$ cat src/rtl/dmem_arbiter.sv
// dmem_arbiter: sequences byte/half/word accesses to the data memory and
// shares it between port 0 (CPU MEM stage) and port 1 (program/debug loader)
// with round-robin arbitration. Misaligned or illegal-size accesses are
// rejected without touching memory. All outputs are registered.
// Optional build macro: DMEM_ARB_STATS_EN adds saturating grant/error counters.
module dmem_arbiter #(
  parameter int ADDR_W = 8,
  parameter int DATA_W = 32
) (
  input  logic              clk,
  input  logic              reset,
  input  logic              req0,
  input  logic              req1,
  input  logic              we0,
  input  logic              we1,
  input  logic [1:0]        size0,
  input  logic [1:0]        size1,
  input  logic              sext0,
  input  logic              sext1,
  input  logic [ADDR_W-1:0] addr0,
  input  logic [ADDR_W-1:0] addr1,
  input  logic [DATA_W-1:0] wdata0,
  input  logic [DATA_W-1:0] wdata1,
  output logic              done0,
  output logic              done1,
  output logic              err0,
  output logic              err1,
  output logic [DATA_W-1:0] rdata,
  output logic              mem_enable,
  output logic              mem_rw,
  output logic              mem_sext,
  output logic [ADDR_W-1:0] mem_addr,
  output logic [DATA_W-1:0] mem_din,
  output logic [1:0]        mem_size,
`ifdef DMEM_ARB_STATS_EN
  output logic [15:0]       gnt_cnt0,
  output logic [15:0]       gnt_cnt1,
  output logic [15:0]       err_cnt,
`endif
  input  logic [DATA_W-1:0] mem_dout
);

  typedef enum logic [1:0] {
    S_IDLE   = 2'd0,
    S_ACCESS = 2'd1,
    S_DONE   = 2'd2
  } state_e;

  // Size 11 is illegal; halves need addr[0]=0, words need addr[1:0]=0.
  function automatic logic illegal_access(input logic [1:0] size, input logic [1:0] lsb);
    logic bad;
    case (size)
      2'b00:   bad = 1'b0;
      2'b01:   bad = lsb[0];
      2'b10:   bad = (lsb != 2'b00);
      default: bad = 1'b1;
    endcase
    return bad;
  endfunction

  state_e              state_q, state_d;
  logic                last_q, last_d;      // last granted port
  logic                gnt_q, gnt_d;        // port owning the current access
  logic                done0_q, done0_d, done1_q, done1_d;
  logic                err0_q, err0_d, err1_q, err1_d;
  logic [DATA_W-1:0]   rdata_q, rdata_d;
  logic                mem_enable_q, mem_enable_d;
  logic                mem_rw_q, mem_rw_d;
  logic                mem_sext_q, mem_sext_d;
  logic [ADDR_W-1:0]   mem_addr_q, mem_addr_d;
  logic [DATA_W-1:0]   mem_din_q, mem_din_d;
  logic [1:0]          mem_size_q, mem_size_d;

  logic                gnt_s;
  logic                sel_we_s;
  logic                sel_sext_s;
  logic [1:0]          sel_size_s;
  logic [ADDR_W-1:0]   sel_addr_s;
  logic [DATA_W-1:0]   sel_wdata_s;
  logic                reject_s;

  // Pick the winning port (ties go to the port not granted last) and mux its fields.
  always_comb begin
    if (req0 && req1) begin
      gnt_s = ~last_q;
    end else begin
      gnt_s = req1;
    end
    if (gnt_s) begin
      sel_we_s    = we1;
      sel_sext_s  = sext1;
      sel_size_s  = size1;
      sel_addr_s  = addr1;
      sel_wdata_s = wdata1;
    end else begin
      sel_we_s    = we0;
      sel_sext_s  = sext0;
      sel_size_s  = size0;
      sel_addr_s  = addr0;
      sel_wdata_s = wdata0;
    end
    reject_s = illegal_access(sel_size_s, sel_addr_s[1:0]);
  end

  // Next-state and registered-output logic for the IDLE/ACCESS/DONE sequencer.
  always_comb begin
    state_d      = state_q;
    last_d       = last_q;
    gnt_d        = gnt_q;
    done0_d      = 1'b0;
    done1_d      = 1'b0;
    err0_d       = 1'b0;
    err1_d       = 1'b0;
    rdata_d      = rdata_q;
    mem_enable_d = 1'b0;
    mem_rw_d     = mem_rw_q;
    mem_sext_d   = mem_sext_q;
    mem_addr_d   = mem_addr_q;
    mem_din_d    = mem_din_q;
    mem_size_d   = mem_size_q;
    case (state_q)
      S_IDLE: begin
        if (req0 || req1) begin
          last_d     = gnt_s;
          gnt_d      = gnt_s;
          mem_rw_d   = sel_we_s;
          mem_sext_d = sel_sext_s;
          mem_addr_d = sel_addr_s;
          mem_din_d  = sel_wdata_s;
          mem_size_d = sel_size_s;
          if (reject_s) begin
            // Rejected: answer straight away, memory is never enabled.
            state_d = S_DONE;
            if (gnt_s) begin
              done1_d = 1'b1;
              err1_d  = 1'b1;
            end else begin
              done0_d = 1'b1;
              err0_d  = 1'b1;
            end
            if (!sel_we_s) begin
              rdata_d = '0;
            end else begin
              rdata_d = rdata_q;
            end
          end else begin
            state_d      = S_ACCESS;
            mem_enable_d = 1'b1;
          end
        end else begin
          state_d = S_IDLE;
        end
      end
      S_ACCESS: begin
        state_d = S_DONE;
        if (!mem_rw_q) begin
          rdata_d = mem_dout;
        end else begin
          rdata_d = rdata_q;
        end
        if (gnt_q) begin
          done1_d = 1'b1;
        end else begin
          done0_d = 1'b1;
        end
      end
      S_DONE: begin
        state_d = S_IDLE;
      end
      default: begin
        state_d = S_IDLE;
      end
    endcase
  end

  // State and output registers with synchronous reset.
  always_ff @(posedge clk) begin
    if (reset) begin
      state_q      <= S_IDLE;
      last_q       <= 1'b1;
      gnt_q        <= 1'b0;
      done0_q      <= 1'b0;
      done1_q      <= 1'b0;
      err0_q       <= 1'b0;
      err1_q       <= 1'b0;
      rdata_q      <= '0;
      mem_enable_q <= 1'b0;
      mem_rw_q     <= 1'b0;
      mem_sext_q   <= 1'b0;
      mem_addr_q   <= '0;
      mem_din_q    <= '0;
      mem_size_q   <= 2'b00;
    end else begin
      state_q      <= state_d;
      last_q       <= last_d;
      gnt_q        <= gnt_d;
      done0_q      <= done0_d;
      done1_q      <= done1_d;
      err0_q       <= err0_d;
      err1_q       <= err1_d;
      rdata_q      <= rdata_d;
      mem_enable_q <= mem_enable_d;
      mem_rw_q     <= mem_rw_d;
      mem_sext_q   <= mem_sext_d;
      mem_addr_q   <= mem_addr_d;
      mem_din_q    <= mem_din_d;
      mem_size_q   <= mem_size_d;
    end
  end

  assign done0      = done0_q;
  assign done1      = done1_q;
  assign err0       = err0_q;
  assign err1       = err1_q;
  assign rdata      = rdata_q;
  assign mem_enable = mem_enable_q;
  assign mem_rw     = mem_rw_q;
  assign mem_sext   = mem_sext_q;
  assign mem_addr   = mem_addr_q;
  assign mem_din    = mem_din_q;
  assign mem_size   = mem_size_q;

`ifdef DMEM_ARB_STATS_EN
  function automatic logic [15:0] sat_inc(input logic [15:0] v);
    return (v == 16'hFFFF) ? v : v + 16'd1;
  endfunction

  logic        grant_s;
  logic [15:0] gnt_cnt0_q, gnt_cnt1_q, err_cnt_q;

  assign grant_s = (state_q == S_IDLE) && (req0 || req1);

  // Saturating per-port grant counters and shared reject counter.
  always_ff @(posedge clk) begin
    if (reset) begin
      gnt_cnt0_q <= 16'h0000;
      gnt_cnt1_q <= 16'h0000;
      err_cnt_q  <= 16'h0000;
    end else if (grant_s) begin
      if (gnt_s) begin
        gnt_cnt1_q <= sat_inc(gnt_cnt1_q);
      end else begin
        gnt_cnt0_q <= sat_inc(gnt_cnt0_q);
      end
      if (reject_s) begin
        err_cnt_q <= sat_inc(err_cnt_q);
      end
    end
  end

  assign gnt_cnt0 = gnt_cnt0_q;
  assign gnt_cnt1 = gnt_cnt1_q;
  assign err_cnt  = err_cnt_q;
`endif

endmodule

$ cat config.mk
export PLATFORM = sky130hd
export DESIGN_NAME = dmem_arbiter
export DESIGN_NICKNAME = d
export VERILOG_FILES = /design/src/rtl/dmem_arbiter.sv
export SDC_FILE = /design/constraint.sdc
export NUM_CORES = 1
export LEC_CHECK = 0
export ABC_AREA = 1
export CAP_MARGIN = 0
export CORE_MARGIN = 4
export CORE_UTILIZATION = 43
export CTS_CLUSTER_SIZE = 14
export DETAILED_ROUTE_END_ITERATION = 8
export PLACE_DENSITY = 0.87
export RECOVER_POWER = 50
export SLEW_MARGIN = 20
export SYNTH_ARGS = -nofsm -noshare
export SYNTH_HDL_FRONTEND = slang
export SYNTH_SLANG_ARGS = --single-unit
$ cat constraint.sdc
create_clock -name clk -period 4.5 [get_ports clk]
set_input_delay 0.45 -clock clk [delete_from_list [all_inputs] [get_ports clk]]
set_output_delay 0.45 -clock clk [all_outputs]
set_load 0.01 [all_outputs]
# Word level (Yosys, flattened, before mapping)
# Index checks and enable logic that the tools add are counted.
dict set report op_classes {
  n_addsub 0
  mul 0
  n_div 0
  order_cmp 0
  eq_ne 7
  shift 0
  mux 26
  n_bitwise 3
  n_reduce_logical 10
}
# op n
set ops {}
lappend ops {{$mux W32} 5}
lappend ops {{$pmux W32 S2} 1}
lappend ops {{$mux W1} 12}
lappend ops {{$mux W8} 1}
lappend ops {{$ne A2 B2 Y1 const B} 4}
lappend ops {{$mux W2} 3}
lappend ops {{$reduce_and A5 Y1} 1}
lappend ops {{$eq A2 B1 Y1 const B} 2}
lappend ops {{$logic_not A2 Y1} 2}
lappend ops {{$pmux W1 S2} 2}
lappend ops {{$pmux W2 S2} 1}
lappend ops {{$reduce_bool A2 Y1} 2}
lappend ops {{$not A1 Y1} 3}
lappend ops {{$pmux W1 S3} 1}
lappend ops {{$reduce_or A3 Y1} 1}
lappend ops {{$eq A2 B2 Y1 const B} 1}
lappend ops {{$reduce_and A2 Y1} 1}
lappend ops {{$reduce_or A2 Y1} 1}
lappend ops {{$logic_and A1 B1 Y1} 1}
lappend ops {{$logic_or A1 B1 Y1} 1}
dict set report word_totals {
  register_bits 85
  latch_bits 0
  ramBits 0
  mem_bits_ro 0
  word_cells 60
  mem_count 0
}

# Longest topological paths before layout
# Gate-level depths: netlist (run 1).
dict set report depth {
  ltp_word 8
  ltp_mapped 13
  depth_no_buf 11
}

# Worst setup path before layout (run 1)
# No wires, ideal clock.
dict set report synth_timing {
  path_type {input-to-reg}
  startpoint {input req0}
  endpoint {register rdata_q[10] (netlist: rdata[10])}
  setup_ns 0.113
  arrival_time_ns 1.560
  t_required_ns 4.387
  path_slack_ns 2.827
  stages 13
  n_path_buf 3
  cell_sequence {nand2_2 > nand2_2 > buf_4 > nand2_1 > nand2_2 > nand2_1 > nand2_2 > nand3_4 > nand3_2 > buf_6 > buf_6 > nor2_1 > nor2_1}
}
dict set report synth_via {
  elab_chain_len 7
  word_cells_on_any_way 15
  classes_between {eq/ne (5); mux (5); reduce/logical (5)}
}
# element line_no
set synth_rtl {}
lappend synth_rtl {{start, declared} 12} ;# input logic req0,
lappend synth_rtl {{$logic_and A1 B1 Y1} 84} ;# if (req0 && req1) begin
lappend synth_rtl {{$mux W1} 84}
lappend synth_rtl {{$mux W2 / $mux W8 (equally long branches)} 89} ;# if (gnt_s) begin
lappend synth_rtl {{$eq A2 B2 Y1 (tied with other cells)} 52} ;# case (size)
lappend synth_rtl {{$pmux W1 S3} 52}
lappend synth_rtl {{$ne A2 B2 Y1 (no line)} n/a}
lappend synth_rtl {{$reduce_and A5 Y1 (no line) (*)} n/a}
lappend synth_rtl {{end signal, assigned} 201} ;# rdata_q <= rdata_d;
lappend synth_rtl {{end, declared} 66} ;# logic [DATA_W-1:0] rdata_q, rdata_d;
# Mark *: on every way between the ends. The rest lies on a longest branch, timed or not.
# A chain may end at the register's enable or synchronous reset.

# Final worst setup path (run 1)
dict set report layout_timing {
  startpoint {input req1}
  endpoint {register rdata_q[7] (netlist: rdata[7])}
}
dict set report layout_via {
  elab_chain_len 7
  word_cells_on_any_way 15
  classes_between {eq/ne (5); mux (5); reduce/logical (5)}
}
# element line_no
set layout_rtl {}
lappend layout_rtl {{start, declared} 13} ;# input logic req1,
lappend layout_rtl {{$logic_and A1 B1 Y1} 84}
lappend layout_rtl {{$mux W1} 84}
lappend layout_rtl {{$mux W2 / $mux W8 (equally long branches)} 89}
lappend layout_rtl {{$eq A2 B2 Y1 (tied with other cells)} 52}
lappend layout_rtl {{$pmux W1 S3} 52}
lappend layout_rtl {{$ne A2 B2 Y1 (no line)} n/a}
lappend layout_rtl {{$reduce_and A5 Y1 (no line) (*)} n/a}
# Marks and branches as above.

==> out/qor.yml, run 1 <==
area_growth_pct: 56.8
synth-seq-area-share: 0.432
first_pass_iters: 5
clkSinkCount: 85
synthAdderAreaFrac: 0
overflow: 0
track_usage: 0.227
skew_ns: 0.00803
grt_pass1_wl_um: 20300
synth_nets: 723
max_freq_mhz: 283
gp_congestion: 0.819
path_class: "primary input to flop"
wl_um: 12400
critPathSlowestCell: "inv_1"
yosys.area_share.simple: 0.320
antenna_found_initial: 0
yosys-top-cells-count: "166 x nand2_1, 105 x inv_1, 89 x nor2_1"
worstHoldPathType: "flop to flop"
clockRootBuffer: "clkbuf_8"
nets: 907
grt_pass1_vias: 4344
wl_per_cell_um: 13.9
die_width_um: 104
dp.cells: 880
hold_buffers: 0
syn_area_per_cell_um2: 6.57
fin_crit_sh: 0.785
synth_compound_area_frac: 0.104
cts_tree: "done"
grt_setup_unrepaired: "no"
worstPathMaxFanout: 59
final.min_clock_period_ns: 3.53
end_kind: "flop"
cts_buffer_depth: 2
ys_types: 25
synth_cells: 599
worst_slew_pin_slew_ns: 1.29
die_h_um: 104
port_buffers: 204
crit_path_start_kind: "primary input"
ys_ff_latch: 85
synth_xor_area_frac: 0
crit_required_ns: 4.76
powerDensity_nw_per_um2: 368
crit_chain: "clkdlybuf4s50_1 > nand2_2 > inv_1 > nand2_1 > nand2_1 > nand2_2 > nand3_4 > nand3_2 > nand2_1 > nand2_1 > nor2_1"
dieArea_um2: 10800
synth.area.top_cells: "dfxtp_1 43%, nand2_1 16%, inv_1 10%, nor2_1 8.5%, o211ai_1 5.7%"
status: "complete, no violations"
boundaryPins: 205
drive_above_1_share: 0.0381
relSlewSlack: 0.139
syn_area_um2: 3940
hold_viol_final: 0
clock_latency_ns: 0.34
stdcell_count: 895
synth_edf_count: 0
ant_nets: 0
ys_warn_count: 0
drc: 0
synth_top_area_frac: 0.432
num_rows: 34
htree_levels: 3
crit_buf_inv: 2
crit_top_cell: "nand2_1"
muxShareOfSynthArea: 0
start_util: 0.447
clk_transition_reported_paths_ns: 0.08
drtIter0Drc: 164
synth.most_common_cell: "nand2_1"
core_um2: 8810
setup-violations-final: 0
post_cts_resized: 0
ir_drop_mv: 0.195
cp_top_family: "simple AND/OR/NAND/NOR gates"
numCtsBuffers: 9
drv_slew: 0
grt_max_degree: 60
antennaDiodeCount: 0
post-cts-setup-buffers: 0
cap_violations: 0
setup-tns-final_ns: 0
route.vias.total: 4324
worstPathArrival_ns: 3.79
synth_top_family_by_area: "simple AND/OR/NAND/NOR gates"
synthFlopType: "dfxtp_1"
yosys.area.top_type: "dfxtp_1"
critPathMaxStageDelay_ns: 0.92
p_leak_nw: 3.19
dpl.hpwl_um: 9360
viasPerCell: 4.83
async_reset_ff_frac: 0
==> power by group <==
group	total [W]	switching [W]	internal (W)
clock	0.000532	0.000263	0.000269
sequential	0.000937	0.0000613	0.000876
combinational	0.000802	0.000420	0.000382
total	0.00227	0.000744	0.00153
==> per-stage QoR <==
stage | power (W) | hold WS (ns) | utilization | cell area [um2] | setup slack (ns)
after global routing | 0.00242 | 0.487 | 0.701 | 6170 | 0.517
after floorplan | 0.00137 | 0.423 | - | 3940 | 2.83
after global placement | 0.00177 | 0.437 | 0.680 | 5980 | 1.26
final | 0.00227 | 0.457 | 0.701 | 6170 | 0.969
after detailed placement | 0.00180 | 0.449 | 0.680 | 5980 | 1.11
after CTS | 0.00233 | 0.464 | 0.701 | 6170 | 1.46
==> registers in the layout, summed over array words and instances, names as in the netlist <==
| name | count |
|---|---|
| last_q | 1 |
| mem_size | 2 |
| done0 | 1 |
| state_q | 2 |
| mem_enable | 1 |
| gnt_q | 1 |
| err0 | 1 |
| rdata | 32 |
| mem_din | 32 |
| done1 | 1 |
| mem_sext | 1 |
| err1 | 1 |
| mem_rw | 1 |
| mem_addr | 8 |
==> routing by layer <==
metal  routed length, um  part of all wire  vias up  GRT usage
met5                   0                 0        -          0
met4                 446             0.036        0      0.101
met3                 708             0.057       33     0.0498
met2                6340              0.51      158      0.411
met1                4950              0.40     1943      0.255
li1                    -                 -     2190          -
==> path summary, 6_finish.rpt <==
path	from	endpoint	slack, ns	cells after the start
setup / recovery	req1	rdata[7]	0.97	11
hold / removal	gnt_q	done0	0.46	1
setup reg to reg	last_q	rdata[7]	1.24	11
hold reg to reg	gnt_q	done0	0.46	1
==> placed cells by master, fill, tap and decap left out, drive strengths merged <==
master         netlist  routed
clkbuf              24      11
nand2              172     172
nand3b               2       2
buf                 11       4
o31ai                1       1
nand4                5       5
clkdlybuf4s50        0     123
inv                107     108
nand3               37      37
o21ai               17      17
dlygate4sd3          0      81
a21oi                4       4
nor2                90      90
o22ai                1       1
dfxtp               85      85
nor3                 2       2
a31oi               10      10
clkinv               1       3
o211ai              30      30
bufinv               0       1
==> logic make-up (layout without fill, tap and decap cells) <==
family,count (synthesis),count (layout)
AND/OR/NAND/NOR,308,308
flip-flops,85,85
buffers and inverters,143,331
AO/OA/AOI/OAI,63,63
==> layout make-up <==
class,count,area (um2)
clock buffers,11,141
clock inverters,4,48.8
fillers,726,2630
inverters,108,405
multi-input cells,371,1670
flip-flops and latches,85,1700
well taps,108,135
repair buffers,208,2070
Note: power is estimated with default switching activity, not from simulation.
==> inputs of run 2 (changes only) <==
--- a/config.mk
+++ b/config.mk
@@ -8,10 +8,10 @@
 export ABC_AREA = 1
 export CAP_MARGIN = 0
 export CORE_MARGIN = 4
-export CORE_UTILIZATION = 43
+export CORE_UTILIZATION = 40
 export CTS_CLUSTER_SIZE = 14
 export DETAILED_ROUTE_END_ITERATION = 8
-export PLACE_DENSITY = 0.87
+export PLACE_DENSITY = 0.82
 export RECOVER_POWER = 50
 export SLEW_MARGIN = 20
 export SYNTH_ARGS = -nofsm -noshare
==> constraint.sdc (replaced) <==
create_clock -name clk -period 3.7 [get_ports clk]
set_input_delay 0.37 -clock clk [delete_from_list [all_inputs] [get_ports clk]]
set_output_delay 0.37 -clock clk [all_outputs]
set_load 0.01 [all_outputs]
==> run 2 against run 1 <==
  * Via count shrank 1.2%
  * Non-clock buffer count rose by 4
  * Final cell count up 2.8%
  * Wire length fell by 1.7%
  * Worst hold slack lost 0.0065 ns
  * Sequential power grew 22%
  * Die area up 6.9%
  * Register-to-register slack better by 0.26 ns
  * Sequential share of layout area decreased by 0.39 points
  * Critical endpoint is now rdata[23]
==> out/qor.yml, run 2 (same netlist as run 1, synthesis figures left out) <==
route.vias.total: 4274  # was 4324
ir_drop_mv: 0.205  # was 0.195 mV
htree_levels: 3  # unchanged
cts_tree: "done"  # unchanged
port_buffers: 204  # unchanged
relSlewSlack: 0.0720  # was 0.139
first_pass_iters: 4  # was 5
core_um2: 9420  # was 8810 um2
crit_required_ns: 3.93  # was 4.76 ns
area_growth_pct: 59.0  # was 56.8%
drv_slew: 0  # unchanged
grt_pass1_vias: 4092  # was 4344
powerDensity_nw_per_um2: 458  # was 368 nW/um2
numCtsBuffers: 9  # unchanged
max_freq_mhz: 417
end_kind: "flop"  # unchanged
fin_crit_sh: 0.647
grt_setup_unrepaired: "no"  # unchanged
grt_pass1_wl_um: 19200  # was 20300 um
worstPathMaxFanout: 59  # unchanged
min_from: "gnt_q"  # unchanged
final.min_clock_period_ns: 2.40
dpl.hpwl_um: 9490  # was 9360 um
reg2reg_from: "last_q"  # unchanged
antennaDiodeCount: 0  # unchanged
viasPerCell: 4.65  # was 4.83
crit_path_start_kind: "primary input"  # unchanged
dp_slack_ns: 1.10  # was 1.11 ns
clockRootBuffer: "clkbuf_8"  # unchanged
cts_buffer_depth: 2  # unchanged
wl_per_cell_um: 13.3  # was 13.9 um
nets: 911  # was 907
overflow: 0  # unchanged
antenna_found_initial: 0  # unchanged
ant_nets: 0  # unchanged
dieArea_um2: 11500  # was 10800 um2
p_leak_nw: 3.21  # was 3.19 nW
gp_congestion: 0.841  # was 0.819
start_util: 0.418  # was 0.447
worstHoldPathType: "flop to flop"  # unchanged
setup-tns-final_ns: 0  # unchanged
die_width_um: 107  # was 104 um
hold_slack_ns: 0.451  # was 0.457 ns
cap_violations: 0  # unchanged
drtIter0Drc: 169  # was 164
path_class: "primary input to flop"  # unchanged
power_w: 0.00287  # was 0.00227 W
grt_max_degree: 60  # unchanged
hold_buffers: 0  # unchanged
clkSinkCount: 85  # unchanged
hold_viol_final: 0  # unchanged
track_usage: 0.208  # was 0.227
post-route-util: 0.665  # was 0.701
setup-violations-final: 0  # unchanged
final_cell_mix: "169 x nand2_1, 125 x clkdlybuf4s50_1, 106 x inv_1"  # was 166 x nand2_1, 123 x clkdlybuf4s50_1, 106 x inv_1
post-cts-setup-buffers: 0  # unchanged
boundaryPins: 205  # unchanged
clock_latency_ns: 0.34  # about the same
skew_ns: 0.00758  # was 0.00803 ns
layout_commonest_cell: "nand2_1"  # unchanged
clk_transition_reported_paths_ns: 0.08  # about the same
crit_start: "req1"  # unchanged
wl_um: 12200  # was 12400 um
drc: 0  # unchanged
num_rows: 35  # was 34
fin_ws_ns: 1.30  # was 0.969 ns
die_h_um: 107  # was 104 um
worst_slew_pin_slew_ns: 1.39  # was 1.29 ns
worstPathArrival_ns: 2.62  # was 3.79 ns
post_cts_resized: 0  # unchanged
status: "complete, no violations"  # unchanged
drive_above_1_share: 0.0379  # was 0.0381
## run 2: changes by cell type in the layout (fill, tap and decap cells not counted), sizes merged
cell	before	now
buf	4	8
clkinv	3	0
bufinv	1	3
clkdlybuf4s50	123	125
dlygate4sd3	81	79
clkinvlp	0	1
## run 2: worst max-delay path: stages
cell           delay (ns)
dlygate4sd3_1        0.61
nand2_1              0.31
nand2_1              0.11
nand2_1              0.14
nand2_1              0.07
nand2_1              0.12
nand3_4              0.11
nand3_2              0.07
buf_4                0.45
nand2_1              0.12
nand2_1              0.08
nor2_1               0.04
## run 2: path summary, 6_finish.rpt
kind	end	slack (ns)	cells past startpoint
hold reg to reg	done0	0.45	1
setup reg to reg	rdata[23]	1.50	12
hold / removal	done0	0.45	1
setup / recovery	rdata[23]	1.30	12
## run 2: per-stage QoR
stage,cell area [um2],instances
after floorplan,3940,599
after global placement,6040,905
after detailed placement,6040,905
after CTS,6270,920
after global routing,6260,920
final,6260,920
## run 2: where the power goes
| group | switching, W | total, W | internal (W) |
|---|---|---|---|
| registers | 0.0000729 | 0.00114 | 0.00107 |
| clock network | 0.000313 | 0.000759 | 0.000446 |
| logic | 0.000503 | 0.000968 | 0.000465 |
| total | 0.000890 | 0.00287 | 0.00198 |
## run 2: routing by layer
layer	GRT usage	vias up	share of wire	wire length, um
li1	-	2204	-	-
met2	0.389	157	0.52	6370
met5	0	-	0	0
met4	0.0877	0	0.034	420
met3	0.0446	31	0.067	815
met1	0.223	1882	0.38	4620
## run 2: layout make-up
cell class              instances  area [um2]
multi-input cells             371        1660
clock inverters                 4        97.6
well taps                     129         161
clock buffers                  11         131
inverters                     108         405
flip-flops and latches         85        1700
fillers                       782        3150
repair buffers                212        2100
==> inputs of run 3 (changes only) <==
--- a/config.mk
+++ b/config.mk
@@ -8,10 +8,10 @@
 export ABC_AREA = 1
 export CAP_MARGIN = 0
 export CORE_MARGIN = 4
-export CORE_UTILIZATION = 40
+export CORE_UTILIZATION = 36
 export CTS_CLUSTER_SIZE = 14
 export DETAILED_ROUTE_END_ITERATION = 8
-export PLACE_DENSITY = 0.82
+export PLACE_DENSITY = 0.78
 export RECOVER_POWER = 50
 export SLEW_MARGIN = 20
 export SYNTH_ARGS = -nofsm -noshare
==> constraint.sdc (replaced) <==
create_clock -name clk -period 1.9 [get_ports clk]
set_input_delay 0.19 -clock clk [delete_from_list [all_inputs] [get_ports clk]]
set_output_delay 0.19 -clock clk [all_outputs]
set_load 0.01 [all_outputs]
==> run 3 against run 2 <==
  * Sequential power grew 95%
  * Via count grew 0.42%
  * Clock power grew 78%
  * Final cell count grew 2.0%
  * Global-route usage shrank 1.6 points
  * Utilization shrank 5.7 points
  * Register-to-register slack lost 1.3 ns
  * First-iteration DRC count grew 34%
  * Setup slack lost 1.1 ns
  * Flip-flop and latch count is the same
  * Non-clock buffer count grew 10
  * Count of clock-buffer cells in the layout grew 1
==> out/qor.yml, run 3 (same netlist as run 1, synthesis figures left out) <==
crit_buf_inv: 3  # was 2
ant_nets: 0  # unchanged
critPathSlowestCell: "nor2_1"  # was dlygate4sd3_1
grt_max_degree: 80  # was 60
cap_violations: 0  # unchanged
drv_slew: 0  # unchanged
nets: 921  # was 911
register_area_um2: 1700  # unchanged
port_buffers: 204  # unchanged
dp_slack_ns: -0.0829  # was 1.10 ns
die_width_um: 113  # was 107 um
numCtsBuffers: 9  # unchanged
hold_buffers: 0  # unchanged
area_growth_pct: 62.3  # was 59.0%
relSlewSlack: 0.722  # was 0.0720
grt_pass1_vias: 4267  # was 4092
antennaDiodeCount: 0  # unchanged
num-fill-cells: 952  # was 782
p_leak_nw: 3.26  # was 3.21 nW
ir_drop_mv: 0.510  # was 0.205 mV
wl_um: 12200  # about the same
layout_commonest_cell: "nand2_1"  # unchanged
drtIter0Drc: 227  # was 169
route.vias.total: 4292  # was 4274
crit_chain: "nor2_1 > nand2_1 > inv_1 > buf_12 > nand3_1 > o211ai_1 > inv_1"  # was dlygate4sd3_1 > nand2_1 > nand2_1 > nand2_1 > nand2_1 > nand2_1 > nand3_4 > nand3_2 > buf_4 > nand2_1 > nand2_1 > nor2_1
dieArea_um2: 12700  # was 11500 um2
path_class: "flop to flop"  # was primary input to flop
hold_slack_ns: 0.395  # was 0.451 ns
boundaryPins: 205  # unchanged
cts_buffer_depth: 2  # unchanged
worstHoldPathType: "primary input to flop"  # was flop to flop
overflow: 0  # unchanged
final_cell_mix: "166 x nand2_1, 130 x clkdlybuf4s50_1, 106 x inv_1"  # was 169 x nand2_1, 125 x clkdlybuf4s50_1, 106 x inv_1
track_usage: 0.192  # was 0.208
status: "complete, no violations"  # unchanged
crit_required_ns: 2.15  # was 3.93 ns
clock_latency_ns: 0.35  # was 0.34 ns
crit_top_cell: "inv_1"  # was nand2_1
worstPathArrival_ns: 1.97  # was 2.62 ns
power_w: 0.00555  # was 0.00287 W
first_pass_iters: 4  # unchanged
die_h_um: 113  # was 107 um
crit_path_start_kind: "flop"  # was primary input
drc: 0  # unchanged
critPathMaxStageDelay_ns: 0.34  # was 0.61 ns
clockRootBuffer: "clkbuf_8"  # unchanged
clk_transition_reported_paths_ns: 0.10  # was 0.08 ns
skew_ns: 0.0155  # was 0.00758 ns
grt_use_met2: 0.333  # was 0.389
hold_viol_final: 0  # unchanged
cp_top_family: "simple AND/OR/NAND/NOR gates"  # unchanged
cts_tree: "done"  # unchanged
core_um2: 10500  # was 9420 um2
antenna_found_initial: 0  # unchanged
end_kind: "flop"  # unchanged
gr-usage-met3: 0.0679  # was 0.0446
met1_usage: 0.212  # was 0.223
powerDensity_nw_per_um2: 869  # was 458 nW/um2
setup-violations-final: 0  # unchanged
multi_input_area_um2: 1670  # was 1660 um2
grt_pass1_wl_um: 20200  # was 19200 um
final.min_clock_period_ns: 1.72
worstPathMaxFanout: 43  # was 59
dpl.hpwl_um: 9380  # was 9490 um
htree_levels: 3  # unchanged
start_util: 0.375  # was 0.418
post_cts_resized: 0  # unchanged
num_rows: 37  # was 35
max_freq_mhz: 581
drive_above_1_share: 0.0536  # was 0.0379
clkSinkCount: 85  # unchanged
grt-busiest-layer: "met2"  # unchanged
r2r_slack_ns: 0.18  # was 1.50 ns
place_area_um2: 6190  # was 6040 um2
gp_congestion: 0.799  # was 0.841
fin_ws_ns: 0.177  # was 1.30 ns
worst_slew_pin_slew_ns: 0.416  # was 1.39 ns
viasPerCell: 4.58  # was 4.65
grt_setup_unrepaired: "no"  # unchanged
wl_per_cell_um: 13.0  # was 13.3 um
post-cts-setup-buffers: 0  # unchanged
fin_crit_sh: 0.907
stdcell_area_um2: 6390  # was 6260 um2
run 3: cell count changes in the layout (fill, tap and decap cells not counted):
cell             before  now
nand2_1             169  166
buf_12                0    5
clkbuf_8              9   11
dlygate4sd3_1        79   74
nand2_2               3    6
bufinv_16             3    1
clkdlybuf4s50_1     125  130
inv_6                 0    1
nor2_2                1    0
clkinv_4              0    1
nor2_1               89   90
buf_4                 8   12
run 3: tightest hold or removal path, delay by kind of cell:
kind,cells,cell delay [ns]
AO/OA/AOI/OAI,1,0.07
buffers and inverters,1,0.39
AND/OR/NAND/NOR,1,0.06
run 3: power breakdown:
| part | switching [W] | internal [W] |
|---|---|---|
| Combinational | 0.000995 | 0.000989 |
| Clock | 0.000663 | 0.000688 |
| Sequential | 0.000144 | 0.00207 |
| Total | 0.00180 | 0.00375 |
run 3: layout make-up:
class                           count  area share
Multi-Input combinational cell    371       0.261
Sequential cell                    85       0.266
Clock inverter                      4     0.00861
Timing Repair Buffer              222       0.350
Inverter                          108      0.0634
Tap cell                          136      0.0266
Clock buffer                       12      0.0243
run 3: path summary, 6_finish.rpt:
| kind | from | to | cells after the start |
|---|---|---|---|
| worst max register to register | state_q[0] | mem_din[29] | 7 |
| worst min-delay path | addr0[2] | mem_addr[2] | 3 |
| worst max-delay path | state_q[0] | mem_din[29] | 7 |
| worst min register to register | gnt_q | done0 | 1 |
run 3: metal layers:
layer | part of all wire | vias up
met1 | 0.39 | 1913
li1 | - | 2220
met3 | 0.073 | 30
met4 | 0.033 | 0
met5 | 0 | -
met2 | 0.50 | 129
run 3: through the flow:
stage	utilization	cells	setup TNS [ns]
floorplan	-	599	0
global placement	0.589	922	-0.00212
detailed placement	0.589	922	-1.55
CTS	0.609	938	0
global route	0.608	938	0
finish	0.608	938	0
